[src/rtl/instr_prefetch_queue_if.sv]
// Fetch-side bus bundle: redirect input, instruction memory req/ack and the
// valid/ready instruction stream toward decode.
interface instr_prefetch_queue_if #(
  parameter int DBITS = 32
);
  logic             redirect;
  logic [DBITS-1:0] redirectPc;
  logic             memReq;
  logic [DBITS-1:0] memAddr;
  logic             memAck;
  logic [DBITS-1:0] memData;
  logic             instrValid;
  logic [DBITS-1:0] instrOut;
  logic [DBITS-1:0] instrPc;
  logic             instrReady;

  modport slave (
    input  redirect, redirectPc, memAck, memData, instrReady,
    output memReq, memAddr, instrValid, instrOut, instrPc
  );

  modport master (
    output redirect, redirectPc, memAck, memData, instrReady,
    input  memReq, memAddr, instrValid, instrOut, instrPc
  );
endinterface

[src/rtl/instr_prefetch_queue.sv]
// Instruction prefetch queue: keeps one word read in flight to instruction
// memory and buffers {pc, instr} pairs for decode; redirects flush the queue.
module instr_prefetch_queue #(
  parameter int               DBITS    = 32,
  parameter logic [DBITS-1:0] START_PC = DBITS'('h40),
  parameter int               DEPTH    = 4
) (
  input logic                   clk,
  input logic                   res,
  instr_prefetch_queue_if.slave bus
);
  localparam int AW = $clog2(DEPTH);
  localparam int CW = AW + 1;

  logic [DBITS-1:0] pc_mem  [DEPTH];
  logic [DBITS-1:0] dat_mem [DEPTH];

  logic [DBITS-1:0] fetch_pc_q, fetch_pc_d;
  logic             req_q, req_d;
  logic [DBITS-1:0] addr_q, addr_d;
  logic             drop_q, drop_d;
  logic [AW-1:0]    rd_ptr_q, rd_ptr_d;
  logic [AW-1:0]    wr_ptr_q, wr_ptr_d;
  logic [CW-1:0]    count_q, count_d;
  logic             val_q, val_d;
  logic [DBITS-1:0] out_pc_q, out_pc_d;
  logic [DBITS-1:0] out_dat_q, out_dat_d;

  logic             ack, push, pop;
  logic [DBITS-1:0] head_pc, head_dat;

  always_comb begin
    ack        = req_q & bus.memAck;
    push       = ack & ~drop_q & ~bus.redirect;
    pop        = val_q & bus.instrReady & ~bus.redirect;
    fetch_pc_d = fetch_pc_q;
    count_d    = count_q;
    rd_ptr_d   = rd_ptr_q;
    wr_ptr_d   = wr_ptr_q;
    drop_d     = drop_q;
    req_d      = req_q;
    addr_d     = addr_q;

    if (bus.redirect) begin
      count_d    = '0;
      rd_ptr_d   = '0;
      wr_ptr_d   = '0;
      fetch_pc_d = bus.redirectPc & ~DBITS'(3);
    end else begin
      count_d  = count_q + CW'(push) - CW'(pop);
      rd_ptr_d = rd_ptr_q + AW'(pop);
      wr_ptr_d = wr_ptr_q + AW'(push);
      if (push) fetch_pc_d = addr_q + DBITS'(4);
    end

    // A redirect that catches a request mid-flight must discard its eventual ack.
    if (ack) drop_d = 1'b0;
    if (bus.redirect && req_q && !bus.memAck) drop_d = 1'b1;

    if (!req_q || ack) begin
      req_d  = (count_d < CW'(DEPTH));
      addr_d = fetch_pc_d;
    end

    // Head after this edge may be the word being written right now.
    if (push && (wr_ptr_q == rd_ptr_d)) begin
      head_pc  = addr_q;
      head_dat = bus.memData;
    end else begin
      head_pc  = pc_mem[rd_ptr_d];
      head_dat = dat_mem[rd_ptr_d];
    end

    val_d     = (count_d != '0);
    out_pc_d  = val_d ? head_pc  : out_pc_q;
    out_dat_d = val_d ? head_dat : out_dat_q;
  end

  always_ff @(posedge clk) begin
    if (push) begin
      pc_mem[wr_ptr_q]  <= addr_q;
      dat_mem[wr_ptr_q] <= bus.memData;
    end
  end

  always_ff @(posedge clk) begin
    if (res) begin
      fetch_pc_q <= START_PC;
      req_q      <= 1'b0;
      addr_q     <= '0;
      drop_q     <= 1'b0;
      rd_ptr_q   <= '0;
      wr_ptr_q   <= '0;
      count_q    <= '0;
      val_q      <= 1'b0;
      out_pc_q   <= '0;
      out_dat_q  <= '0;
    end else begin
      fetch_pc_q <= fetch_pc_d;
      req_q      <= req_d;
      addr_q     <= addr_d;
      drop_q     <= drop_d;
      rd_ptr_q   <= rd_ptr_d;
      wr_ptr_q   <= wr_ptr_d;
      count_q    <= count_d;
      val_q      <= val_d;
      out_pc_q   <= out_pc_d;
      out_dat_q  <= out_dat_d;
    end
  end

  assign bus.memReq     = req_q;
  assign bus.memAddr    = addr_q;
  assign bus.instrValid = val_q;
  assign bus.instrPc    = out_pc_q;
  assign bus.instrOut   = out_dat_q;
endmodule
[src/flat_wrapper.sv]
// flat-port wrapper written by rule: the top's interface ports become plain ports
module instr_prefetch_queue_flat 
#(
  parameter int               DBITS    = 32,
  parameter logic [DBITS-1:0] START_PC = DBITS'('h40),
  parameter int               DEPTH    = 4
)
  (clk, res, bus_redirect, bus_redirectPc, bus_memAck, bus_memData, bus_instrReady, bus_memReq, bus_memAddr, bus_instrValid, bus_instrOut, bus_instrPc);
  instr_prefetch_queue_if #(.DBITS(DBITS)) bus_i ();
  input logic clk;
  input logic res;
  input wire logic [$bits(bus_i.redirect)-1:0] bus_redirect;
  input wire logic [$bits(bus_i.redirectPc)-1:0] bus_redirectPc;
  input wire logic [$bits(bus_i.memAck)-1:0] bus_memAck;
  input wire logic [$bits(bus_i.memData)-1:0] bus_memData;
  input wire logic [$bits(bus_i.instrReady)-1:0] bus_instrReady;
  output wire logic [$bits(bus_i.memReq)-1:0] bus_memReq;
  output wire logic [$bits(bus_i.memAddr)-1:0] bus_memAddr;
  output wire logic [$bits(bus_i.instrValid)-1:0] bus_instrValid;
  output wire logic [$bits(bus_i.instrOut)-1:0] bus_instrOut;
  output wire logic [$bits(bus_i.instrPc)-1:0] bus_instrPc;
  assign bus_i.redirect = bus_redirect;
  assign bus_i.redirectPc = bus_redirectPc;
  assign bus_i.memAck = bus_memAck;
  assign bus_i.memData = bus_memData;
  assign bus_i.instrReady = bus_instrReady;
  assign bus_memReq = bus_i.memReq;
  assign bus_memAddr = bus_i.memAddr;
  assign bus_instrValid = bus_i.instrValid;
  assign bus_instrOut = bus_i.instrOut;
  assign bus_instrPc = bus_i.instrPc;
  instr_prefetch_queue #(.DBITS(DBITS), .START_PC(START_PC), .DEPTH(DEPTH)) u_core (.clk(clk), .res(res), .bus(bus_i));
endmodule
[config.mk]
export PLATFORM = sky130hd
export DESIGN_NAME = instr_prefetch_queue_flat
export DESIGN_NICKNAME = d
export VERILOG_FILES = /design/src/rtl/instr_prefetch_queue_if.sv /design/src/rtl/instr_prefetch_queue.sv /design/src/flat_wrapper.sv
export SDC_FILE = /design/constraint.sdc
export NUM_CORES = 1
export LEC_CHECK = 0
export BUFFER_PORTS_ARGS = -buffer_cell sky130_fd_sc_hd__buf_4
export CAP_MARGIN = 25
export CORE_MARGIN = 4
export CORE_UTILIZATION = 59
export CTS_CLUSTER_DIAMETER = 100
export CTS_CLUSTER_SIZE = 25
export DETAILED_ROUTE_END_ITERATION = 8
export PLACE_DENSITY = 0.8
export SYNTH_ARGS = -nofsm -noshare
export SYNTH_HDL_FRONTEND = slang
export SYNTH_SLANG_ARGS = --single-unit
[constraint.sdc]
create_clock -name clk -period 7.38 [get_ports clk]
set_clock_uncertainty 0.15 [all_clocks]
set_input_delay 0.369 -clock clk [delete_from_list [all_inputs] [get_ports clk]]
set_output_delay 0.369 -clock clk [all_outputs]
set_load 0.05 [all_outputs]
==> out/metrics.yaml, run 1 <==
hp-class: "in2reg"
drt_iter0_markers: 1237
ys_dominant_reg_cell: "edfxtp_1"
clockBufferDepth: 3
crit_type: "in2reg"
maxSlewHeadroom: 0.2871
fillers: 1860
maxCapViolations: 0
finalSetupTns_ns: 0
portBuffers: 164
stdcell_area_sq_um: 18520
r2r-start: "u_core.bus.memReq"
synth_area_leaders: "edfxtp_1, dfxtp_1, mux4_2"
die-area_sq_um: 30040
clkLatencyLatePin_ns: 0.53
powerDensity_nw_per_um2: 225.8
wire_per_inst_microns: 22.42
setup_viol: 0
regArea_sq_um: 10450
final_hold_viol_count: 0
crit_path_max_fanout: 90
fin_crit_sh: 0.5037
place_area_sq_um: 17430
max-vdd-ir-drop_uv: 125.2
syn-num-nets: 1249
seq_area_frac_synth: 0.6481
cts_root_buffer: "clkbuf_16"
synth_edf_count: 256
clock_sinks: 394
grt_overflow: 0
yosysTopAreaCell: "edfxtp_1"
syn_avg_cell_area_sq_um: 13.71
dp.cells: 1590
num_rows: 60
drv_slew: 0
async_flop_share: 0
dp.final_hpwl_mm: 21.18
h-tree-depth: 1
synth-seq-cells: 394
final_cells: 1674
gr-usage-all-layers: 0.2426
end_kind: "register"
cts_buffers: 19
hold_start: "bus_redirectPc[23]"
grt_pass1_wl_mm: 59.17
tightest_slew_ns: 1.066
place.gp.congestion: 0.8448
status: "completed"
synth_cells: 1176
area_growth_pct: 14.88
ys_warn_count: 0
antenna_cells: 0
holdPathEnd: "u_core.fetch_pc_q[23]"
dieWidth_microns: 173.3
reg2reg_to: "u_core.bus.instrPc[6]"
pin_count: 167
ant_nets: 0
clk_pin_slew_worst_paths_ns: 0.10
r2r_cells: 12
synth_cell_types: 66
drive_gt1_frac: 0.2146
r2r_setup_slack_ns: 3.77
firstDrtPassIters: 7
vias_per_cell: 6.483
drc: 0
hold_depth: 3
arrival_ns: 3.99
synth_top_area_frac: 0.4768
postCtsSetupRepairBufs: 0
dr_total_vias: 10850
rsz0062_at_grt: "false"
antenna_found_initial: 0
wl_mm: 37.53
start_kind: "primary input"
core_sq_um: 26950
power.leakage_uw: 0.006158
die_h_microns: 173.3
initial_core_util: 0.5982
grt_max_degree: 91
totalPowerFinal_uw: 4182
finalNetCount: 1393
multi_input_area_sq_um: 5154
period_needed_ns: 3.717
max_freq_ghz: 0.2690
required_ns: 7.65
grt_pass1_vias: 10500
synthesis.area_sq_um: 16120
cts_tree: "yes"
[state kept, by name, summed over array words and instances (netlist names)]
| signal | count |
|---|---|
| u_core.count_q | 3 |
| u_core.drop_q | 1 |
| u_core.bus.instrPc | 32 |
| u_core.bus.memAddr | 32 |
| u_core.bus.instrValid | 1 |
| u_core.bus.instrOut | 32 |
| u_core.wr_ptr_q | 2 |
| u_core.bus.memReq | 1 |
| u_core.fetch_pc_q | 32 |
| u_core.dat_mem | 128 |
| u_core.pc_mem | 128 |
| u_core.rd_ptr_q | 2 |
[cells in the mapped netlist (18+ instances only)]
cell type / n
a21oi_1: 26
edfxtp_1: 256
clkbuf_1: 71
nand2_1: 41
a311oi_1: 68
nor3_1: 23
o21ai_0: 32
nor2_1: 112
buf_2: 18
dfxtp_1: 138
o21ai_1: 59
nand3_1: 75
mux4_2: 64
a211oi_1: 19
[repair_timing]
item                      CTS  global route
hold endpoints to repair  168             0
hold buffers               47             0
gates resized for setup     0             0
[power by group]
part / internal [uW] / switching, uW / total (uW)
combinational: 188 / 342 / 529
clock: 496 / 662 / 1160
sequential: 2420 / 75.7 / 2490
total: 3100 / 1080 / 4180
[kinds of logic after synthesis]
family          count (synthesis)  synth area share
compound gates                247            0.1039
xor+xnor                       22           0.01312
fa+ha+maj                       4          0.003570
buf+inv                       111           0.03531
flops                         394            0.6481
mux                            78            0.1003
simple gates                  320           0.09561
[cell usage in the layout (no fill, tap or decap), types with 5 or more instances in the layout]
cell,instances
o22ai_1,5
nor3_1,22
mux2i_1,9
and3_1,12
xnor2_1,14
xor2_1,6
inv_1,5
nand2_1,41
edfxtp_1,256
a311oi_1,68
nor4_1,6
or3_1,6
a211oi_1,19
and2_1,7
dfxtp_1,138
a221oi_1,5
dlygate4sd3_1,47
nand4_1,12
o21ai_0,32
buf_4,175
clkbuf_16,19
o21ai_1,59
mux4_2,64
and4_1,5
nor2_1,112
a21oi_1,25
nand3_1,75
clkbuf_1,13
[worst max-delay path by stage]
stage,from,end
floorplan,u_core.bus.memReq,u_core.dat_mem[0][0]
global placement,bus_redirect,u_core.bus.instrPc[0]
detailed placement,bus_redirect,u_core.bus.instrPc[31]
CTS,bus_memAck,u_core.bus.instrOut[12]
global route,bus_memAck,u_core.bus.instrPc[6]
finish,bus_memAck,u_core.bus.instrPc[6]
[layer usage]
metal,wire length [microns],vias to the layer above,GRT usage,part of all wire
met3,2750,50,0.03119,0.073
met2,18250,452,0.3970,0.49
met1,15920,5482,0.3556,0.42
li1,-,4868,-,-
met4,606,0,0.05188,0.016
met5,0,-,0,0
[layout make-up]
type	instances	area share
inverter	6	0.001216
clock inverter	2	0.0009458
multi-input combinational	671	0.2783
sequential	394	0.5642
clock buffer	32	0.02831
timing repair buffer	228	0.1040
tap	341	0.02304
[worst max-delay path, cell delays in order]
cell           delay, ns
dlygate4sd3_1       0.55
buf_4               0.16
nand4bb_1           0.09
buf_4               0.26
inv_2               0.25
ha_1                0.29
fa_1                0.37
xnor2_1             0.19
xnor2_1             0.19
a21oi_4             0.22
buf_12              0.24
buf_12              0.34
nor2_1              0.08
a311oi_1            0.28
[metrics by stage]
step | util | setup WS (ns) | hold WS, ns
floorplan | - | 1.091 | 0.2860
global placement | 0.6451 | 2.955 | 0.2950
detailed placement | 0.6469 | 2.824 | 0.3278
CTS | 0.6844 | 3.306 | 0.0009894
global route | 0.6872 | 3.438 | 0.02048
finish | 0.6872 | 3.663 | 0.01393
Note: power is estimated with default switching activity, not from simulation.
==> run 2, diff against run 1 <==
--- a/config.mk
+++ b/config.mk
@@ -8,11 +8,11 @@
 export BUFFER_PORTS_ARGS = -buffer_cell sky130_fd_sc_hd__buf_4
 export CAP_MARGIN = 25
 export CORE_MARGIN = 4
-export CORE_UTILIZATION = 59
+export CORE_UTILIZATION = 53
 export CTS_CLUSTER_DIAMETER = 100
 export CTS_CLUSTER_SIZE = 25
 export DETAILED_ROUTE_END_ITERATION = 8
-export PLACE_DENSITY = 0.8
+export PLACE_DENSITY = 0.76
 export SYNTH_ARGS = -nofsm -noshare
 export SYNTH_HDL_FRONTEND = slang
 export SYNTH_SLANG_ARGS = --single-unit
==> constraint.sdc (replaced) <==
create_clock -name clk -period 3.3 [get_ports clk]
set_clock_uncertainty 0.15 [all_clocks]
set_input_delay 0.165 -clock clk [delete_from_list [all_inputs] [get_ports clk]]
set_output_delay 0.165 -clock clk [all_outputs]
set_load 0.05 [all_outputs]
==> run 2 against run 1 <==
Total power up 120%. Final cell count is 5.0% higher. Wire length is 4.0% higher. Highest routed layer unchanged. Utilization fell by 5.1 points. Worst setup slack worse by 3.4 ns. Flip-flop and latch count did not move. Critical path depth down 3. Largest cell class unchanged. Via count grew 0.85%.
==> out/metrics.yaml, run 2 (same netlist as run 1, synthesis figures left out) <==
r2r_cells: 11
ant_nets: 0
wl_mm: 39.03
multi_input_area_sq_um: 5162
max_freq_ghz: 0.3301
arrival_ns: 3.29
clk_pin_slew_worst_paths_ns: 0.10
cts_root_buffer: "clkbuf_16"
dp.final_hpwl_mm: 23.28
power.leakage_uw: 0.006333
cts_tree: "yes"
max-vdd-ir-drop_uv: 275.3
area_growth_pct: 17.64
clock_sinks: 394
required_ns: 3.56
hold_start: "bus_memData[20]"
powerDensity_nw_per_um2: 495.3
largestRegisters: "u_core.dat_mem (128), u_core.pc_mem (128)"
drt_iter0_markers: 1025
core_sq_um: 29800
final_hold_viol_count: 0
fin_crit_sh: 0.9180
num_rows: 63
drv_slew: 0
holdPathEnd: "u_core.dat_mem[1][20]"
clockBufferDepth: 3
mostFrequentLayoutCell: "edfxtp_1"
postCtsSetupRepairBufs: 0
tightest_slew_ns: 0.9339
dr_total_vias: 10940
antenna_found_initial: 0
gr-usage-all-layers: 0.2291
cpPeakStageDelay_ns: 0.40
vias_per_cell: 6.225
grt_pass1_vias: 10700
cp_common_cell: "xnor2_1"
crit_path_max_fanout: 48
clkLatencyLatePin_ns: 0.53
status: "completed"
drive_gt1_frac: 0.2222
initial_core_util: 0.5411
grt_max_degree: 62
wire_per_inst_microns: 22.20
period_needed_ns: 3.029
finalNetCount: 1429
setup_viol: 0
reg2reg_to: "u_core.bus.instrOut[27]"
regArea_sq_um: 10450
seq_power_share: 0.592
h-tree-depth: 1
worstPathCellList: "nand2_2, o21ai_0, nand2_1, ha_1, fa_1, xnor2_1, xnor2_1, a21oi_4, buf_12, nor2_1, a311oi_1"
crit_type: "reg2reg"
r2r_setup_slack_ns: 0.27
end_kind: "register"
place.gp.congestion: 0.8383
maxSlewHeadroom: 0.3774
final_cell_mix: "edfxtp_1, buf_4, dfxtp_1, nor2_1, nand3_1"
pin_count: 167
fillers: 2175
cts_buffers: 19
rsz0062_at_grt: "false"
finalSetupTns_ns: 0
r2r-start: "u_core.bus.instrValid"
switchingPower_uw: 2427
grt_overflow: 0
grt_pass1_wl_mm: 60.96
maxCapViolations: 0
die_h_microns: 182.4
start_kind: "register"
p_int_uw: 6968
crit_slowest_cell: "fa_1"
hp-class: "in2reg"
p_clk_frac: 0.275
drc: 0
portBuffers: 164
antenna_cells: 0
firstDrtPassIters: 5
hold_slack_ns: 0.2415
die-area_sq_um: 33280
combPwrFrac: 0.132
swShare: 0.2583
dieWidth_microns: 182.4
hold_depth: 2
[run 2: cell types whose count changed in the layout (fill, tap and decap cells not counted), sizes merged]
cell	change
inv	-1
dlygate4sd3	+19
buf	+17
[run 2: metal layers]
metal / vias up / track usage / wire length [microns]
met1: 5481 / 0.3296 / 16290
met2: 477 / 0.3825 / 19100
li1: 4933 / - / -
met5: - / 0 / 0
met4: 0 / 0.04173 / 553
met3: 53 / 0.03149 / 3087
[run 2: worst max-delay path, delay by kind of cell, from the launching register on]
kind | cells | cell delay, ns
fa+ha+maj | 2 | 0.59
xor+xnor | 2 | 0.41
buf+inv | 1 | 0.26
flops | 1 | 0.39
compound gates | 3 | 0.80
simple gates | 3 | 0.27
[run 2: area by class of cell]
| type | instances | area share |
|---|---|---|
| clock buffers | 32 | 0.02764 |
| repair buffers | 264 | 0.1218 |
| inverters | 6 | 0.001187 |
| clock inverters | 1 | 0.0004618 |
| multi-input cells | 671 | 0.2722 |
| well taps | 390 | 0.02573 |
| flip-flops and latches | 394 | 0.5510 |
[run 2: metrics by stage]
step	utilization	total power, uW	instances	setup slack (ns)	instance area [sq um]
2_1_floorplan	-	6418	1176	0.09858	16140
3_3_place_gp	0.5964	6821	1659	0.4503	17770
3_5_place_dp	0.5964	6854	1659	0.2567	17770
4_1_cts	0.6361	9445	1757	0.2154	18950
5_1_grt	0.6366	9714	1758	0.07310	18970
6_report	0.6366	9395	1758	0.2707	18970
[run 2: repair_timing]
| item | CTS | global route |
|---|---|---|
| setup endpoints to repair | 0 | 1 |
| hold endpoints to repair | 229 | 1 |
| hold buffers | 65 | 1 |
| gates resized for setup | 0 | 1 |
[run 2: worst max path at each step]
stage / startpoint / end / slack, ns / cells after the start
after floorplan: u_core.bus.memReq / u_core.bus.instrPc[11] / 0.1 / 14
after global placement: u_core.bus.instrValid / u_core.bus.instrOut[2] / 0.45 / 11
after detailed placement: u_core.bus.instrValid / u_core.bus.instrOut[27] / 0.26 / 11
after CTS: u_core.bus.instrValid / u_core.bus.instrOut[27] / 0.22 / 11
after global routing: u_core.bus.instrValid / u_core.bus.instrOut[27] / 0.07 / 11
final: u_core.bus.instrValid / u_core.bus.instrOut[27] / 0.27 / 11
[run 2: power groups by stage]
stage	sequential (uW)	combinational (uW)	clock, uW
5_1_grt	5590	1330	2800
2_1_floorplan	5960	457	0
4_1_cts	5560	1240	2640
3_3_place_gp	5670	1150	0
3_5_place_dp	5680	1180	0
6_report	5570	1240	2590
